[src/rtl/simon_playback_ctrl.sv]
// Simon playback sequencer: reseeds the pattern generator and replays `score` lights with
// fixed on/off dwell times, pulsing done when the whole pattern has been shown.
module simon_playback_ctrl #(
    parameter int unsigned SEQW      = 8,
    parameter int unsigned TW        = 6,
    parameter int unsigned ON_TICKS  = 4,
    parameter int unsigned OFF_TICKS = 2
) (
    input  logic            clk_i,
    input  logic            rst_ni,
    input  logic            start_i,
    input  logic            abort_i,
    input  logic [SEQW-1:0] score_i,
    input  logic [7:0]      rnd_i,
    output logic            poly_rst_o,
    output logic            poly_en_o,
    output logic [3:0]      led_o,
    output logic [SEQW-1:0] seq_idx_o,
    output logic            busy_o,
    output logic            done_o
);

    typedef enum logic [2:0] {StIdle, StReseed, StOn, StOff, StFin} state_e;

    localparam logic [TW-1:0] OnLoad  = TW'(ON_TICKS - 1);
    localparam logic [TW-1:0] OffLoad = TW'(OFF_TICKS - 1);

    state_e          state_q, state_d;
    logic [SEQW-1:0] len_q, len_d;
    logic [SEQW-1:0] idx_q, idx_d;
    logic [TW-1:0]   dwell_q, dwell_d;
    logic            last_step;
    logic            unused_rnd;

    assign unused_rnd = ^rnd_i[7:2];
    // Extra bit keeps idx+1 from wrapping when len is all ones.
    assign last_step  = ({1'b0, idx_q} + 1'b1) == {1'b0, len_q};

    always_ff @(posedge clk_i or negedge rst_ni) begin
        if (!rst_ni) begin
            state_q <= StIdle;
            len_q   <= '0;
            idx_q   <= '0;
            dwell_q <= '0;
        end else begin
            state_q <= state_d;
            len_q   <= len_d;
            idx_q   <= idx_d;
            dwell_q <= dwell_d;
        end
    end

    always_comb begin
        state_d = state_q;
        len_d   = len_q;
        idx_d   = idx_q;
        dwell_d = dwell_q;
        if (abort_i) begin
            state_d = StIdle;
        end else begin
            unique case (state_q)
                StIdle: begin
                    if (start_i) begin
                        len_d   = score_i;
                        idx_d   = '0;
                        state_d = StReseed;
                    end
                end
                StReseed: begin
                    if (len_q == '0) begin
                        state_d = StFin;
                    end else begin
                        state_d = StOn;
                        dwell_d = OnLoad;
                    end
                end
                StOn: begin
                    if (dwell_q == '0) begin
                        state_d = StOff;
                        dwell_d = OffLoad;
                    end else begin
                        dwell_d = dwell_q - 1'b1;
                    end
                end
                StOff: begin
                    if (dwell_q == '0) begin
                        idx_d = idx_q + 1'b1;
                        if (last_step) begin
                            state_d = StFin;
                        end else begin
                            state_d = StOn;
                            dwell_d = OnLoad;
                        end
                    end else begin
                        dwell_d = dwell_q - 1'b1;
                    end
                end
                StFin:   state_d = StIdle;
                default: state_d = StIdle;
            endcase
        end
    end

    // Abort silences every output in the cycle it is seen.
    always_comb begin
        poly_rst_o = 1'b0;
        poly_en_o  = 1'b0;
        led_o      = 4'b0000;
        busy_o     = 1'b0;
        done_o     = 1'b0;
        if (!abort_i) begin
            unique case (state_q)
                StReseed: begin
                    poly_rst_o = 1'b1;
                    busy_o     = 1'b1;
                end
                StOn: begin
                    led_o  = 4'b0001 << rnd_i[1:0];
                    busy_o = 1'b1;
                end
                StOff: begin
                    busy_o    = 1'b1;
                    poly_en_o = (dwell_q == '0);
                end
                StFin:   done_o = 1'b1;
                default: ;
            endcase
        end
    end

    assign seq_idx_o = idx_q;

endmodule

[config.mk]
export PLATFORM = sky130hd
export DESIGN_NAME = simon_playback_ctrl
export DESIGN_NICKNAME = d
export VERILOG_FILES = /design/src/rtl/simon_playback_ctrl.sv
export SDC_FILE = /design/constraint.sdc
export NUM_CORES = 1
export LEC_CHECK = 0
export BUFFER_PORTS_ARGS = -buffer_cell sky130_fd_sc_hd__buf_2
export CAP_MARGIN = 20
export CORE_MARGIN = 3
export CORE_UTILIZATION = 55
export CTS_BUF_LIST = sky130_fd_sc_hd__clkbuf_4 sky130_fd_sc_hd__clkbuf_8
export DETAILED_ROUTE_END_ITERATION = 7
export PLACE_DENSITY_LB_ADDON = 0.2
export SYNTH_ARGS = -nofsm -noshare
export SYNTH_HDL_FRONTEND = slang
export SYNTH_SLANG_ARGS = --single-unit
export TNS_END_PERCENT = 10
[constraint.sdc]
create_clock -name clk_i -period 7.1 [get_ports clk_i]
set_clock_uncertainty 0.05 [all_clocks]
set_input_delay 1.42 -clock clk_i [delete_from_list [all_inputs] [get_ports clk_i]]
set_output_delay 1.42 -clock clk_i [all_outputs]
set_load 0.005 [all_outputs]
==> results of run 1 <==
## per-layer routing
metal  routed length, um  vias to the layer above  GRT usage, %
met5                   0                        -             0
met4                  53                        0         6.796
met3                 226                        6         1.961
met2                1483                       55         32.97
met1                1510                      638         30.11
li1                    -                      671             -
## flip-flops by register name, indices dropped and copies added, names as in the netlist
signal,count
dwell_q,6
len_q,8
seq_idx_o,8
state_q,3
## power by group through the flow
stage	clock network, mW	logic (mW)	registers (mW)
2_1_floorplan	0	0.110	0.198
3_3_place_gp	0	0.124	0.210
3_5_place_dp	0	0.130	0.215
4_1_cts	0.0701	0.132	0.211
5_1_grt	0.0750	0.149	0.217
6_report	0.0694	0.131	0.212
## cells in the final DEF (no fill, tap or decap), types with 3 or more instances in the layout
cell type,netlist,final
sky130_fd_sc_hd__inv_1,4,4
sky130_fd_sc_hd__dfrtp_1,25,25
sky130_fd_sc_hd__a31oi_1,3,3
sky130_fd_sc_hd__nor2_1,8,8
sky130_fd_sc_hd__a21oi_1,8,8
sky130_fd_sc_hd__or3_1,3,3
sky130_fd_sc_hd__o21ai_0,10,10
sky130_fd_sc_hd__a22o_1,3,3
sky130_fd_sc_hd__buf_2,3,29
sky130_fd_sc_hd__o31ai_1,4,4
sky130_fd_sc_hd__nor4_1,6,6
sky130_fd_sc_hd__nor3_1,7,7
sky130_fd_sc_hd__nand3_1,5,5
sky130_fd_sc_hd__clkbuf_4,0,3
sky130_fd_sc_hd__nand2_1,26,26
sky130_fd_sc_hd__mux2_2,9,9
sky130_fd_sc_hd__xor2_1,5,5
sky130_fd_sc_hd__xnor2_1,7,7
sky130_fd_sc_hd__nand2b_1,4,4
## worst register-to-register path: stages, from the launching register on
cell and delay, ns:
sky130_fd_sc_hd__dfrtp_1 0.44, sky130_fd_sc_hd__inv_1 0.07, sky130_fd_sc_hd__ha_1 0.18, sky130_fd_sc_hd__or3b_4 0.41, sky130_fd_sc_hd__or3_4 0.38, sky130_fd_sc_hd__or3_1 0.55, sky130_fd_sc_hd__clkinv_4 0.13, sky130_fd_sc_hd__and2_1 0.13
sky130_fd_sc_hd__o21ai_1 0.06, sky130_fd_sc_hd__o31ai_1 0.07
## cell type report
cell class	instances	area share [%]
Clock buffer	3	1.318
Clock inverter	1	0.4392
Inverter	5	1.391
Multi-Input combinational cell	133	49.56
Sequential cell	25	36.60
Tap cell	30	2.196
Timing Repair Buffer	29	8.492
## cell families (layout without fill, tap and decap cells)
kind of cell,after synthesis,after routing,share of synthesized area [%]
AO/OA/AOI/OAI,38,38,15.87
XOR/XNOR,12,12,6.802
adder cells (fa/ha/maj),2,2,1.619
buffers and inverters,14,38,4.696
flip-flops,25,25,40.49
multiplexers,10,10,7.207
AND/OR/NAND/NOR,71,71,23.32
## worst paths after layout
| kind | startpoint | end | cells past startpoint |
|---|---|---|---|
| setup / recovery | dwell_q[0] | poly_en_o | 7 |
| hold / removal | dwell_q[3] | dwell_q[3] | 1 |
| setup reg to reg | dwell_q[0] | seq_idx_o[7] | 9 |
| hold reg to reg | dwell_q[3] | dwell_q[3] | 1 |
| max in group asynchronous | rst_ni | len_q[6] | 1 |
| min in group asynchronous | rst_ni | seq_idx_o[4] | 1 |
==> load_flow_metrics.sql, run 1 <==
INSERT INTO impl_metrics (metric_group, metric, value, unit) VALUES
('setup_path', 'crit_arrival', '2.60', 'ns'),
('logic_synthesis', 'yosysUniqueCellTypes', '41', ''),
('logic_synthesis', 'synth.ff_latch_count', '25', ''),
('global_routing', 'grt_use_total', '20.84', '%'),
('setup_path', 'critical_path_required', '5.63', 'ns'),
('placement', 'dpl.cell_count', '222', ''),
('timing', 'timing.slew.headroom', '36.73', '%'),
('logic_synthesis', 'syn_avg_cell_area', '8.984', 'um^2'),
('logic_synthesis', 'top_cells_by_area_in_the_synthesized_netlist', 'sky130_fd_sc_hd__dfrtp_1 (40%), sky130_fd_sc_hd__mux2_2 (6.6%), sky130_fd_sc_hd__nand2_1 (6.3%)', ''),
('clock_network', 'cts_inserted_buffers', '3', ''),
('setup_path', 'critPathSlowestCell', 'sky130_fd_sc_hd__or3_1', ''),
('detailed_routing', 'ant_nets', '0', ''),
('placement', 'dp_worst_setup_slack', '3.106', 'ns'),
('die', 'die_h', '59.01', 'um'),
('setup_path', 'cp_slowest_stage_delay', '0.55', 'ns'),
('setup_path', 'cp-end-kind', 'output port', ''),
('timing', 'final.min_clock_period', '4.072', 'ns'),
('clock_network', 'clock_root_buffer', 'sky130_fd_sc_hd__clkbuf_4', ''),
('clock_network', 'clock_tree.buffer_depth', '2', ''),
('logic_synthesis', 'yosys.area.top_type', 'sky130_fd_sc_hd__dfrtp_1', ''),
('timing', 'final_hold_viols', '0', ''),
('logic_synthesis', 'yosys.cell_count.top_type', 'sky130_fd_sc_hd__nand2_1', ''),
('power_and_ir_drop', 'power_density_normalized_to_cell_area', '241.0', 'nW/um^2'),
('die', 'core_area', '2567', 'um^2'),
('power_and_ir_drop', 'switching_share', '36.44', '%'),
('timing', 'grt_setup_unrepaired', 'no', ''),
('final_layout', 'filler_cell_count', '221', ''),
('global_routing', 'grt_first_pass_wirelength', '5623', 'um'),
('final_layout', 'area.growth.synth_to_final', '10.61', '%'),
('timing', 'setup-violations-final', '0', ''),
('setup_path', 'ff2ff_setup_slack', '4.56', 'ns'),
('power_and_ir_drop', 'intPower', '261.8', 'uW'),
('die', 'fp-row-count', '18', ''),
('final_layout', 'instances_no_fill', '226', ''),
('power_and_ir_drop', 'power.share.sequential', '51.4', '%'),
('setup_path', 'cpLargestDelayFamily', 'simple AND/OR/NAND/NOR gates', ''),
('setup_path', 'timing.setup.critical_path_class', 'reg2out', ''),
('final_layout', 'footprint_of_the_multi_input_gates', '847.1', 'um^2'),
('setup_path', 'worst_setup_path_start_kind', 'flip-flop', ''),
('die', 'fp.dieW', '59.01', 'um'),
('timing', 'setup_ws', '3.028', 'ns'),
('clock_network', 'hold_fix_buffers_cts', '0', ''),
('clock_network', 'clk_latency', '0.34', 'ns'),
('power_and_ir_drop', 'leakage', '0.7870', 'nW'),
('clock_network', 'post_cts_resize_count', '0', ''),
('final_layout', 'num-nets-final', '219', ''),
('power_and_ir_drop', 'design_power_total', '411.8', 'uW'),
('setup_path', 'cp_num_buf_inv', '3', ''),
('detailed_routing', 'avgViaCountPerCell', '6.062', ''),
('placement', 'gp_routability_congestion', '0.8713', ''),
('logic_synthesis', 'mappedNetlistArea', '1545', 'um^2'),
('timing', 'timing.final.max_slew_violations', '0', ''),
('run_status', 'status', 'completed', ''),
('timing', 'fin_hold_ws', '0.4985', 'ns'),
('final_layout', 'final-seq-area', '625.6', 'um^2'),
('logic_synthesis', 'async_flop_share', '100.0', '%'),
('die', 'floorplan.io_pins', '36', ''),
('timing', 'maxClockFrequency', '245.6', 'MHz'),
('power_and_ir_drop', 'peakVddDrop', '0.0001804', 'V'),
('die', 'start_util', '60.19', '%'),
('worst_hold_path', 'worstHoldPathType', 'reg2reg', ''),
('global_routing', 'grt_antenna_before_repair', '0', ''),
('power_and_ir_drop', 'p_comb_share', '31.8', '%'),
('clock_network', 'cts_htree_levels', '1', ''),
('logic_synthesis', 'synth.cells.most_frequent', 'sky130_fd_sc_hd__nand2_1 (26), sky130_fd_sc_hd__dfrtp_1 (25), sky130_fd_sc_hd__o21ai_0 (10)', ''),
('detailed_routing', 'drc', '0', ''),
('power_and_ir_drop', 'net-switching-power', '150.1', 'uW'),
('detailed_routing', 'routed-via-count', '1370', ''),
('logic_synthesis', 'synth.yosys.warnings', '0', ''),
('clock_network', 'cts_setup_buffers', '0', ''),
('clock_network', 'reg_clk_slew_reported_paths', '0.15', 'ns');
Power figures use the tool's default switching activity.
==> run 2: changes to the inputs <==
CORE_UTILIZATION = 50   (was 55)
clock period = 3.7 ns   (was 7.1 ns; I/O delays follow)
==> load_flow_metrics.sql, run 2 (synthesized netlist as in run 1, its figures left out) <==
INSERT INTO impl_metrics (metric_group, metric, value, unit) VALUES
('setup_path', 'timing.critical_path.fanout_max', '10', ''),
('setup_path', 'cp_num_buf_inv', '3', ''),
('final_layout', 'area.growth.synth_to_final', '10.53', '%'),
('die', 'start_util', '54.17', '%'),
('setup_path', 'critPathSlowestCell', 'sky130_fd_sc_hd__or3_1', ''),
('final_layout', 'num-nets-final', '219', ''),
('final_layout', 'filler_cell_count', '285', ''),
('timing', 'timing.final.max_slew_violations', '0', ''),
('clock_network', 'clock_root_buffer', 'sky130_fd_sc_hd__clkbuf_4', ''),
('global_routing', 'number_of_global_route_vias_before_repair', '1186', ''),
('final_layout', 'final_layout_size_suffix_gt1_share', '23.47', '%'),
('global_routing', 'grt_antenna_before_repair', '0', ''),
('timing', 'setup_ws', '0.3640', 'ns'),
('global_routing', 'grt_overflow_total', '0', ''),
('power_and_ir_drop', 'design_power_total', '779.5', 'uW'),
('setup_path', 'timing.setup.critical_path_class', 'reg2out', ''),
('setup_path', 'ff2ff_setup_slack', '1.21', 'ns'),
('final_layout', 'stdcell_area', '1708', 'um^2'),
('die', 'fp-row-count', '19', ''),
('die', 'core_area', '2853', 'um^2'),
('die', 'fp.dieW', '61.59', 'um'),
('setup_path', 'cpLargestDelayFamily', 'simple AND/OR/NAND/NOR gates', ''),
('timing', 'final.min_clock_period', '3.336', 'ns'),
('global_routing', 'grt_use_total', '18.76', '%'),
('final_layout', 'mostFrequentLayoutCell', 'sky130_fd_sc_hd__buf_2', ''),
('detailed_routing', 'ant_nets', '0', ''),
('detailed_routing', 'drt_first_iter_violations', '113', ''),
('clock_network', 'clock_tree.buffer_depth', '2', ''),
('timing', 'maxClockFrequency', '299.8', 'MHz'),
('final_layout', 'instances_no_fill', '227', ''),
('detailed_routing', 'total_wirelength_of_the_detailed_routed_design', '3253', 'um'),
('detailed_routing', 'routed-via-count', '1316', ''),
('global_routing', 'grt_first_pass_wirelength', '5306', 'um'),
('placement', 'dp_hpwl', '2525', 'um'),
('clock_network', 'reg_clk_slew_reported_paths', '0.14', 'ns'),
('timing', 'timing.slew.headroom', '38.89', '%'),
('setup_path', 'crit_arrival', '2.55', 'ns'),
('run_status', 'status', 'completed', ''),
('die', 'die_h', '61.59', 'um'),
('timing', 'setup-violations-final', '0', ''),
('worst_hold_path', 'worstHoldPathType', 'in2async', ''),
('setup_path', 'cp-end-kind', 'output port', ''),
('clock_network', 'post_cts_resize_count', '0', ''),
('clock_network', 'clk_latency', '0.32', 'ns'),
('clock_network', 'cts_sinks', '25', ''),
('die', 'floorplan.io_pins', '36', ''),
('setup_path', 'cp_slowest_stage_delay', '0.56', 'ns'),
('power_and_ir_drop', 'leakage', '0.7908', 'nW'),
('power_and_ir_drop', 'peakVddDrop', '0.0002700', 'V'),
('placement', 'dpl.cell_count', '223', ''),
('detailed_routing', 'routed_len_inst', '14.33', 'um'),
('setup_path', 'critical_path_required', '2.91', 'ns'),
('detailed_routing', 'avgViaCountPerCell', '5.797', ''),
('die', 'fp.dieArea', '3793', 'um^2'),
('final_layout', 'layout.cells.most_common_list', 'sky130_fd_sc_hd__buf_2 (29), sky130_fd_sc_hd__nand2_1 (26), sky130_fd_sc_hd__dfrtp_1 (25)', ''),
('timing', 'final_hold_viols', '0', ''),
('flow_run', 'max-cap-violations', '0', ''),
('timing', 'final.period_utilization', '90.16', '%'),
('detailed_routing', 'drt_pass1_iterations', '4', ''),
('placement', 'io_buffers', '29', ''),
('global_routing', 'grt_start_max_net_pins', '26', ''),
('detailed_routing', 'drc', '0', ''),
('clock_network', 'tritoncts_clock_tree', 'built', ''),
('setup_path', 'crit_path_cell_trace', 'inv_1 > ha_1 > or3b_4 > or3_4 > or3_1 > clkinv_4 > buf_2', ''),
('power_and_ir_drop', 'power_density_normalized_to_cell_area', '456.4', 'nW/um^2'),
('clock_network', 'hold_fix_buffers_cts', '0', ''),
('final_layout', 'antennaDiodeCount', '0', ''),
('placement', 'dp_worst_setup_slack', '0.7314', 'ns'),
('timing', 'setup-tns-final', '0', 'ns'),
('setup_path', 'worst_setup_path_start_kind', 'flip-flop', ''),
('placement', 'placement.cell_area', '1680', 'um^2'),
('clock_network', 'cts_setup_buffers', '0', ''),
('clock_network', 'cts_htree_levels', '1', ''),
('placement', 'gp_routability_congestion', '0.8180', ''),
('clock_network', 'cts_inserted_buffers', '3', ''),
('timing', 'tightestPinTransition', '0.9040', 'ns'),
('timing', 'grt_setup_unrepaired', 'no', '');
[run 2: changes by cell type in the layout (fill, tap and decap cells not counted), sizes merged]
cell	previous run	this run
clkinv	1	2
clkinvlp	1	0
[run 2: metrics by stage]
| step | util, % | hold WS, ns |
|---|---|---|
| floorplan | - | 0.3944 |
| global placement | 58.90 | 0.4681 |
| detailed placement | 58.90 | 0.4824 |
| CTS | 59.87 | 0.3438 |
| global route | 59.87 | 0.3630 |
| finish | 59.87 | 0.3247 |
[run 2: area by class of cell]
cell class                      count  area [um^2]  area share, %
Clock buffer                        3        22.52          1.319
Clock inverter                      1        5.005         0.2930
Inverter                            5        23.77          1.392
Multi-Input combinational cell    133        847.1          49.60
Sequential cell                    25        625.6          36.63
Tap cell                           31        38.79          2.271
Timing Repair Buffer               29        145.1          8.498
[run 2: final timing paths]
kind | from | end | depth (start not counted)
setup / recovery | dwell_q[0] | poly_en_o | 7
hold / removal | rst_ni | seq_idx_o[2] | 1
setup reg to reg | dwell_q[0] | seq_idx_o[7] | 9
hold reg to reg | dwell_q[3] | dwell_q[3] | 1
max in group asynchronous | rst_ni | dwell_q[0] | 1
min in group clk_i | dwell_q[3] | dwell_q[3] | 1
[run 2: power breakdown]
group          internal, mW  leakage [nW]  switching [mW]
Clock                0.0405        0.0177          0.0803
Sequential            0.330         0.320          0.0755
Combinational         0.131         0.453           0.122
[run 2: layer usage]
layer	wire (um)	track usage (%)	up-vias
met5	0	0	-
met4	26	4.545	0
met3	214	4.403	2
met2	1527	29.90	51
met1	1485	25.81	600
li1	-	-	663
==> run 3: changes to the inputs <==
RECOVER_POWER = 25   (was default)
SKIP_LAST_GASP = 1   (was default)
==> load_flow_metrics.sql, run 3 (synthesized netlist as in run 1, its figures left out) <==
INSERT INTO impl_metrics (metric_group, metric, value, unit) VALUES
('final_layout', 'num-nets-final', '219', ''),
('final_layout', 'antennaDiodeCount', '0', ''),
('final_layout', 'final_layout_size_suffix_gt1_share', '22.96', '%'),
('timing', 'setup-tns-final', '0', 'ns'),
('setup_path', 'cpLargestDelayFamily', 'simple AND/OR/NAND/NOR gates', ''),
('setup_path', 'worst_setup_path_start_kind', 'flip-flop', ''),
('detailed_routing', 'ant_nets', '0', ''),
('setup_path', 'critical_path_required', '2.91', 'ns'),
('flow_run', 'max-cap-violations', '0', ''),
('placement', 'io_buffers', '29', ''),
('global_routing', 'grt_antenna_before_repair', '0', ''),
('clock_network', 'cts_inserted_buffers', '3', ''),
('clock_network', 'clk_latency', '0.32', 'ns'),
('die', 'start_util', '54.17', '%'),
('power_and_ir_drop', 'power_density_normalized_to_cell_area', '456.6', 'nW/um^2'),
('global_routing', 'grt_use_total', '18.76', '%'),
('setup_path', 'crit_path_cell_trace', 'inv_1 > ha_1 > or3b_4 > or3_4 > or3_1 > clkinv_4 > buf_2', ''),
('placement', 'placement.cell_area', '1680', 'um^2'),
('timing', 'maxClockFrequency', '299.8', 'MHz'),
('detailed_routing', 'drt_first_iter_violations', '124', ''),
('timing', 'final_hold_viols', '0', ''),
('detailed_routing', 'total_wirelength_of_the_detailed_routed_design', '3252', 'um'),
('run_status', 'status', 'completed', ''),
('detailed_routing', 'drt_pass1_iterations', '4', ''),
('die', 'floorplan.io_pins', '36', ''),
('detailed_routing', 'routed-via-count', '1316', ''),
('timing', 'fin_hold_ws', '0.5043', 'ns'),
('clock_network', 'post_cts_resize_count', '0', ''),
('timing', 'final.min_clock_period', '3.336', 'ns'),
('setup_path', 'cp-end-kind', 'output port', ''),
('placement', 'dp_hpwl', '2525', 'um'),
('die', 'fp.dieArea', '3793', 'um^2'),
('clock_network', 'tritoncts_clock_tree', 'built', ''),
('clock_network', 'cts_setup_buffers', '0', ''),
('global_routing', 'grt_first_pass_wirelength', '5306', 'um'),
('final_layout', 'stdcell_area', '1707', 'um^2'),
('die', 'core_area', '2853', 'um^2'),
('final_layout', 'mostFrequentLayoutCell', 'sky130_fd_sc_hd__buf_2', ''),
('clock_network', 'cts_htree_levels', '1', ''),
('clock_network', 'hold_fix_buffers_cts', '0', ''),
('placement', 'gp_routability_congestion', '0.8180', ''),
('final_layout', 'instances_no_fill', '227', ''),
('clock_network', 'reg_clk_slew_reported_paths', '0.12', 'ns'),
('setup_path', 'crit_arrival', '2.55', 'ns'),
('die', 'fp-row-count', '19', ''),
('setup_path', 'cp_slowest_stage_delay', '0.56', 'ns'),
('timing', 'tightestPinTransition', '1.309', 'ns'),
('detailed_routing', 'avgViaCountPerCell', '5.797', ''),
('worst_hold_path', 'worstHoldPathType', 'reg2reg', ''),
('global_routing', 'grt_start_max_net_pins', '26', ''),
('detailed_routing', 'routed_len_inst', '14.33', 'um'),
('timing', 'grt_setup_unrepaired', 'no', ''),
('global_routing', 'number_of_global_route_vias_before_repair', '1186', ''),
('timing', 'final.period_utilization', '90.16', '%'),
('power_and_ir_drop', 'peakVddDrop', '0.0002700', 'V'),
('final_layout', 'layout.cells.most_common_list', 'sky130_fd_sc_hd__buf_2 (28), sky130_fd_sc_hd__nand2_1 (26), sky130_fd_sc_hd__dfrtp_1 (25)', ''),
('clock_network', 'cts_sinks', '25', ''),
('global_routing', 'grt_overflow_total', '0', ''),
('final_layout', 'area.growth.synth_to_final', '10.45', '%'),
('timing', 'timing.final.max_slew_violations', '0', ''),
('die', 'die_h', '61.59', 'um'),
('clock_network', 'clock_tree.buffer_depth', '2', ''),
('detailed_routing', 'drc', '0', ''),
('setup_path', 'critPathSlowestCell', 'sky130_fd_sc_hd__or3_1', ''),
('setup_path', 'timing.critical_path.fanout_max', '10', ''),
('timing', 'timing.slew.headroom', '12.75', '%'),
('placement', 'dpl.cell_count', '223', ''),
('timing', 'setup-violations-final', '0', ''),
('die', 'fp.dieW', '61.59', 'um'),
('power_and_ir_drop', 'leakage', '0.7880', 'nW'),
('clock_network', 'clock_root_buffer', 'sky130_fd_sc_hd__clkbuf_4', ''),
('setup_path', 'timing.setup.critical_path_class', 'reg2out', ''),
('setup_path', 'cp_num_buf_inv', '3', '');
[run 3: cell types whose count changed in the layout (fill, tap and decap cells not counted), sizes merged]
| cell | before | now |
|---|---|---|
| buf | 29 | 28 |
| clkbuf | 3 | 4 |
[run 3: metal layers]
layer | track usage [%] | vias to the layer above | wire, um | part of all wire (%)
met5 | 0 | - | 0 | 0
met4 | 4.545 | 0 | 26 | 0.80
met3 | 4.403 | 2 | 213 | 6.5
met2 | 29.90 | 51 | 1527 | 47
met1 | 25.81 | 600 | 1484 | 46
li1 | - | 663 | - | -
[run 3: power breakdown]
| group | internal [mW] | total [mW] | switching [mW] |
|---|---|---|---|
| Clock | 0.0405 | 0.121 | 0.0803 |
| Combinational | 0.131 | 0.253 | 0.122 |
| Sequential | 0.330 | 0.406 | 0.0755 |
| Total | 0.501 | 0.779 | 0.278 |
[run 3: final cells by class]
cell class / count / area (um^2)
tap: 31 / 38.79
clock inverter: 1 / 5.005
timing repair buffer: 29 / 143.9
clock buffer: 3 / 22.52
fill: 284 / 1146
multi-input combinational: 133 / 847.1
sequential: 25 / 625.6
inverter: 5 / 23.77
[run 3: metrics by stage]
| stage | total power [mW] | worst slack [ns] | util, % |
|---|---|---|---|
| 6_report | 0.7793 | 0.3640 | 59.82 |
| 5_1_grt | 0.8353 | 0.2080 | 59.82 |
| 4_1_cts | 0.7834 | 0.3635 | 59.87 |
| 3_5_place_dp | 0.6624 | 0.7314 | 58.90 |
| 3_3_place_gp | 0.6442 | 0.7716 | 58.90 |
| 2_1_floorplan | 0.5923 | 1.016 | - |
[run 3: path summary, 6_finish.rpt]
kind,start,end,slack [ns],cells after the start
max reg2reg,dwell_q[0],seq_idx_o[7],1.21,9
max in group asynchronous,rst_ni,dwell_q[0],2.20,1
min reg2reg,dwell_q[3],dwell_q[3],0.50,1
max,dwell_q[0],poly_en_o,0.36,7
min,dwell_q[3],dwell_q[3],0.50,1
min in group asynchronous,rst_ni,seq_idx_o[2],0.62,1
